**src/rtl/note_envelope_synth.sv**
```systemverilog
// Note-articulating tone generator: silent gap, stepped-duty attack, then sustain.
// Period and duty changes are applied only at waveform period boundaries.
module note_envelope_synth #(
  parameter int unsigned CLK_FREQ        = 100_000_000,
  parameter int unsigned GAP_CYCLES      = 1_000_000,
  parameter int unsigned ENV_STEP_CYCLES = 100_000,
  parameter logic [9:0]  DUTY_MIN        = 10'd128,
  parameter logic [9:0]  DUTY_MAX        = 10'd512,
  parameter logic [9:0]  DUTY_STEP       = 10'd64
) (
  input  logic        clk,
  input  logic        reset,
  input  logic        beat,
  input  logic [31:0] tone,
  input  logic        enable,
  output logic        audio_out,
  output logic        note_active,
  output logic [1:0]  env_state
);

  typedef enum logic [1:0] {
    IDLE    = 2'd0,
    GAP     = 2'd1,
    ATTACK  = 2'd2,
    SUSTAIN = 2'd3
  } state_t;

  localparam logic [31:0] CLK_FREQ_W = 32'(CLK_FREQ);
  localparam logic [31:0] HALF_FREQ  = CLK_FREQ_W >> 1;
  localparam logic [31:0] GAP_LAST   = 32'(GAP_CYCLES - 1);
  localparam logic [31:0] STEP_LAST  = 32'(ENV_STEP_CYCLES - 1);

  state_t      state_q, state_d;
  logic        beat_q;
  logic [31:0] tone_q, tone_d;
  logic [31:0] period_q, period_d;
  logic [9:0]  duty_q, duty_d;
  logic [31:0] gap_cnt_q, gap_cnt_d;
  logic [31:0] step_cnt_q, step_cnt_d;
  logic [31:0] wave_cnt_q, wave_cnt_d;
  logic [31:0] hi_act_q, hi_act_d;
  logic        audio_q, audio_d;
  logic        note_active_q, note_active_d;
  logic [1:0]  env_state_q, env_state_d;

  logic        beat_rise;
  logic        tone_ok;
  logic [31:0] divisor;
  logic [41:0] hi_prod;
  logic [31:0] hi_cnt;
  logic [10:0] duty_sum;
  logic [9:0]  duty_inc;
  logic        step_done;
  logic        wave_wrap;

  assign beat_rise = beat & ~beat_q;
  assign tone_ok   = (tone != '0) && (tone <= HALF_FREQ);

  // Period is recomputed every clock from the latched tone; the gap (>= 2 clocks)
  // guarantees it has settled before the first ATTACK clock uses it.
  assign divisor   = (tone_q == '0) ? 32'd1 : tone_q;
  assign period_d  = CLK_FREQ_W / divisor;

  assign hi_prod   = {10'd0, period_q} * {32'd0, duty_q};
  assign hi_cnt    = 32'(hi_prod >> 10);

  assign duty_sum  = {1'b0, duty_q} + {1'b0, DUTY_STEP};
  assign duty_inc  = (duty_sum >= {1'b0, DUTY_MAX}) ? DUTY_MAX : duty_sum[9:0];
  assign step_done = (step_cnt_q == STEP_LAST);
  assign wave_wrap = (wave_cnt_q >= period_q - 32'd1);

  // State register
  always_ff @(posedge clk) begin
    if (reset) begin
      state_q <= IDLE;
    end else begin
      state_q <= state_d;
    end
  end

  // Next-state logic
  always_comb begin
    state_d = state_q;
    if (!enable) begin
      state_d = IDLE;
    end else if (beat_rise) begin
      state_d = tone_ok ? GAP : IDLE;
    end else begin
      case (state_q)
        GAP:     if (gap_cnt_q == '0) state_d = ATTACK;
        ATTACK:  if (step_done && (duty_inc == DUTY_MAX)) state_d = SUSTAIN;
        default: state_d = state_q;
      endcase
    end
  end

  // Output / datapath next-state logic
  always_comb begin
    tone_d        = tone_q;
    duty_d        = duty_q;
    gap_cnt_d     = gap_cnt_q;
    step_cnt_d    = step_cnt_q;
    wave_cnt_d    = '0;
    hi_act_d      = hi_act_q;
    audio_d       = 1'b0;
    note_active_d = (state_d == ATTACK) || (state_d == SUSTAIN);
    env_state_d   = state_d;

    if (beat_rise) begin
      tone_d = tone;
    end

    if (enable && beat_rise) begin
      gap_cnt_d  = GAP_LAST;
      duty_d     = DUTY_MIN;
      step_cnt_d = '0;
    end else if (enable) begin
      case (state_q)
        GAP: begin
          if (gap_cnt_q != '0) begin
            gap_cnt_d = gap_cnt_q - 32'd1;
          end else begin
            step_cnt_d = '0;
            hi_act_d   = hi_cnt;
          end
        end
        ATTACK, SUSTAIN: begin
          audio_d = (wave_cnt_q < hi_act_q);
          if (wave_wrap) begin
            wave_cnt_d = '0;
            hi_act_d   = hi_cnt;
          end else begin
            wave_cnt_d = wave_cnt_q + 32'd1;
          end
          if (state_q == ATTACK) begin
            if (step_done) begin
              step_cnt_d = '0;
              duty_d     = duty_inc;
            end else begin
              step_cnt_d = step_cnt_q + 32'd1;
            end
          end
        end
        default: ;
      endcase
    end
  end

  always_ff @(posedge clk) begin
    if (reset) begin
      beat_q        <= 1'b0;
      tone_q        <= '0;
      period_q      <= '0;
      duty_q        <= DUTY_MIN;
      gap_cnt_q     <= '0;
      step_cnt_q    <= '0;
      wave_cnt_q    <= '0;
      hi_act_q      <= '0;
      audio_q       <= 1'b0;
      note_active_q <= 1'b0;
      env_state_q   <= '0;
    end else begin
      beat_q        <= beat;
      tone_q        <= tone_d;
      period_q      <= period_d;
      duty_q        <= duty_d;
      gap_cnt_q     <= gap_cnt_d;
      step_cnt_q    <= step_cnt_d;
      wave_cnt_q    <= wave_cnt_d;
      hi_act_q      <= hi_act_d;
      audio_q       <= audio_d;
      note_active_q <= note_active_d;
      env_state_q   <= env_state_d;
    end
  end

  assign audio_out   = audio_q;
  assign note_active = note_active_q;
  assign env_state   = env_state_q;

endmodule
```
**config.mk**
```make
export PLATFORM = sky130hd
export DESIGN_NAME = note_envelope_synth
export DESIGN_NICKNAME = d
export VERILOG_FILES = /design/src/rtl/note_envelope_synth.sv
export SDC_FILE = /design/constraint.sdc
export NUM_CORES = 2
export LEC_CHECK = 0
export ABC_CLOCK_PERIOD_IN_PS = 145600
export CAP_MARGIN = 10
export CORE_ASPECT_RATIO = 0.9
export CORE_MARGIN = 2
export CORE_UTILIZATION = 65
export DETAILED_ROUTE_END_ITERATION = 12
export GPL_ROUTABILITY_DRIVEN = 1
export PLACE_DENSITY = 0.78
export SLEW_MARGIN = 10
export SYNTH_ARGS = -nofsm -noshare
export SYNTH_HDL_FRONTEND = slang
export SYNTH_SLANG_ARGS = --single-unit
export TNS_END_PERCENT = 30
```
**constraint.sdc**
```tcl
create_clock -name clk -period 145.6 [get_ports clk]
set_clock_uncertainty 0.05 [all_clocks]
set_input_delay 29.12 -clock clk [delete_from_list [all_inputs] [get_ports clk]]
set_output_delay 29.12 -clock clk [all_outputs]
set_load 0.01 [all_outputs]
```
==> out/results.ini <==
[run_status]
outcome=completed

[clocking]
ctsResizeCount=0
clock_latency_ns=0.60
clock_path_buffers=3
ctsHoldBuffers=0
postCtsSetupRepairBufs=0
cts_sinks=207
clockRootBuffer=clkbuf_16
h-tree-depth=1
clk_pin_slew_ns=0.06
cts_buffers=26
cts_tree=yes

[critical_path]
crit_fanout=45
startpoint=tone_q[31]
crit_type=reg2reg
cp-start-kind=register
endpoint_kind=register
slowest_delay_ns=0.90
worstPathRequired_ns=145.98
cp.arrival_ns=85.83
crit_end=period_q[0]
slowest_stage=nand2_1
r2r_slack_ns=60.15
r2r-end=period_q[0]
crit_path_frequent_cell=ha_1
ff2ff_path_depth=296
r2r_start=tone_q[31]

[hold_path]
min_path_type=reg2reg
hp-start=duty_q[3]

[yosys]
synthArstFlopShare=0
synth_most_common_cell=nand2_1
yosys.area.top_type=ha_1
synth_ff_type=dfxtp_1
synth_top_area_frac=0.154
ys_top_cells_by_count=nand2_1 (847), nor2_1 (754), ha_1 (642)
yosys_warnings=0
synth-seq-area-share=0.0797
ys_types=108
synth_cells=7204
synth_edf_count=0
synth-seq-cells=207
syn_avg_cell_area_um2=7.22
synth.area.top_cells=ha_1 (15%), fa_1 (9.1%), dfxtp_1 (8.0%)
syn_area_mm2=0.0520

[placed_design]
dp_hpwl_um=154000
port_buffers=39
gp_congestion=1.15

[layout]
drive_gt1_frac=0.0521
nFillCells=6746
syn_to_final_growth_pct=4.59
nNetsFinal=8001

[sta]
max_freq_ghz=0.0117
slew_headroom=0.144
period_minus_slack_ns=85.45
finalHoldViolations=0
drv_slew=0
period_share=0.587
finalSetupViolations=0
rsz0062_at_grt=no
tightestPinTransition_ns=1.28
setup_tns_ns=0

[route]
vias=56848
wire_per_inst_um=24.7
post-route-drc-count=0
detail_route.first_pass.iterations=9
routed_wl_um=201000
vias_per_cell=6.97
antenna_left=0
drtIter0Drc=7141

[job]
drv_cap=0

[global_routing]
grt_pass1_wl_um=303000
grt_overflow=0
antenna_found_initial=5
grt_pass1_vias=52622
grt_max_degree=56
grt.total_usage=0.469

[die]
die_h_um=272
core_mm2=0.0793
rows=98
ios=40
fp.dieW_um=302
initial_core_util=0.656
die_area_mm2=0.0823

placed cells by master (no fill, tap or decap), drive strengths merged, types with 70 or more instances in the layout:
master / instances
nand2: 848
nor2: 755
ha: 642
a21oi: 563
inv: 417
o21ai: 359
xnor2: 297
a21o: 238
fa: 237
dfxtp: 207
xor2: 201
and2: 187
nor3: 184
nand3: 163
o21a: 154
nand2b: 93
buf: 92
a31oi: 90
or3: 84
nand4: 79
mux2: 77
o211ai: 76
a211oi: 76
nor4: 71
and3: 70
mux2i: 70
metal layers:
metal | global-route usage | vias to the layer above | part of all wire
li1 | - | 25614 | -
met1 | 0.613 | 26456 | 0.38
met2 | 0.701 | 3901 | 0.41
met3 | 0.121 | 873 | 0.14
met4 | 0.261 | 4 | 0.069
met5 | 0 | - | 0.00010
per-stage QoR:
| stage | utilization | std cells | cell area, µm² | setup slack (ns) | hold slack (ns) |
|---|---|---|---|---|---|
| final | 0.686 | 8159 | 54400 | 60.15 | 0.422 |
| after global routing | 0.685 | 8155 | 54400 | 55.49 | 0.447 |
| after CTS | 0.685 | 8155 | 54400 | 63.75 | 0.428 |
| after detailed placement | 0.674 | 8108 | 53400 | 64.00 | 0.408 |
| after global placement | 0.674 | 8108 | 53400 | 66.94 | 0.395 |
| after floorplan | - | 7205 | 52000 | 73.60 | 0.394 |
kinds of logic (layout without fill, tap and decap cells):
kind of cell / count (synthesis) / count (layout) / synth area share
other cells: 1 / 6 / 0.0000721
fa+ha+maj: 879 / 879 / 0.246
simple gates: 2726 / 2726 / 0.248
mux: 147 / 147 / 0.0303
xor+xnor: 498 / 498 / 0.0839
flops: 207 / 207 / 0.0797
compound gates: 2058 / 2058 / 0.262
buf+inv: 688 / 588 / 0.0503
worst min path at each step:
stage                                to  slack (ns)  cells past startpoint
after floorplan           wave_cnt_q[0]        0.39                      1
after global placement        duty_q[3]        0.39                      1
after detailed placement      duty_q[3]        0.41                      1
after CTS                     duty_q[3]        0.43                      1
after global routing      wave_cnt_q[0]        0.45                      1
final                         duty_q[3]        0.42                      1
sequential cells by signal (all words and copies together) (netlist names):
name         count
hi_act_q        32
gap_cnt_q       32
audio_out        1
note_active      1
tone_q          32
wave_cnt_q      32
env_state        2
step_cnt_q      32
period_q        32
beat_q           1
duty_q          10
worst max-delay path, delay by kind of cell, from the launching register on:
| kind | cells | cell delay [ns] |
|---|---|---|
| AOI/OAI and AO/OA | 160 | 46.39 |
| adders and majority gates | 29 | 9.88 |
| buffers and inverters | 18 | 4.11 |
| DFF | 1 | 0.41 |
| muxes | 8 | 2.92 |
| and+or+nand+nor | 81 | 21.40 |
final cells by class:
cell class	instances	area [µm²]	area share
Antenna cell	4	10.0	0.000184
Tap cell	1050	1310	0.0242
Clock inverter	16	211	0.00389
Timing Repair Buffer	130	1070	0.0197
Sequential cell	207	4150	0.0762
Clock buffer	31	731	0.0134
Inverter	411	1540	0.0284
Multi-Input combinational cell	6310	45400	0.834
Power is left out: the tool's default activity adds up to more than one toggle a clock period on the data nets, which glitch-free logic cannot reach.
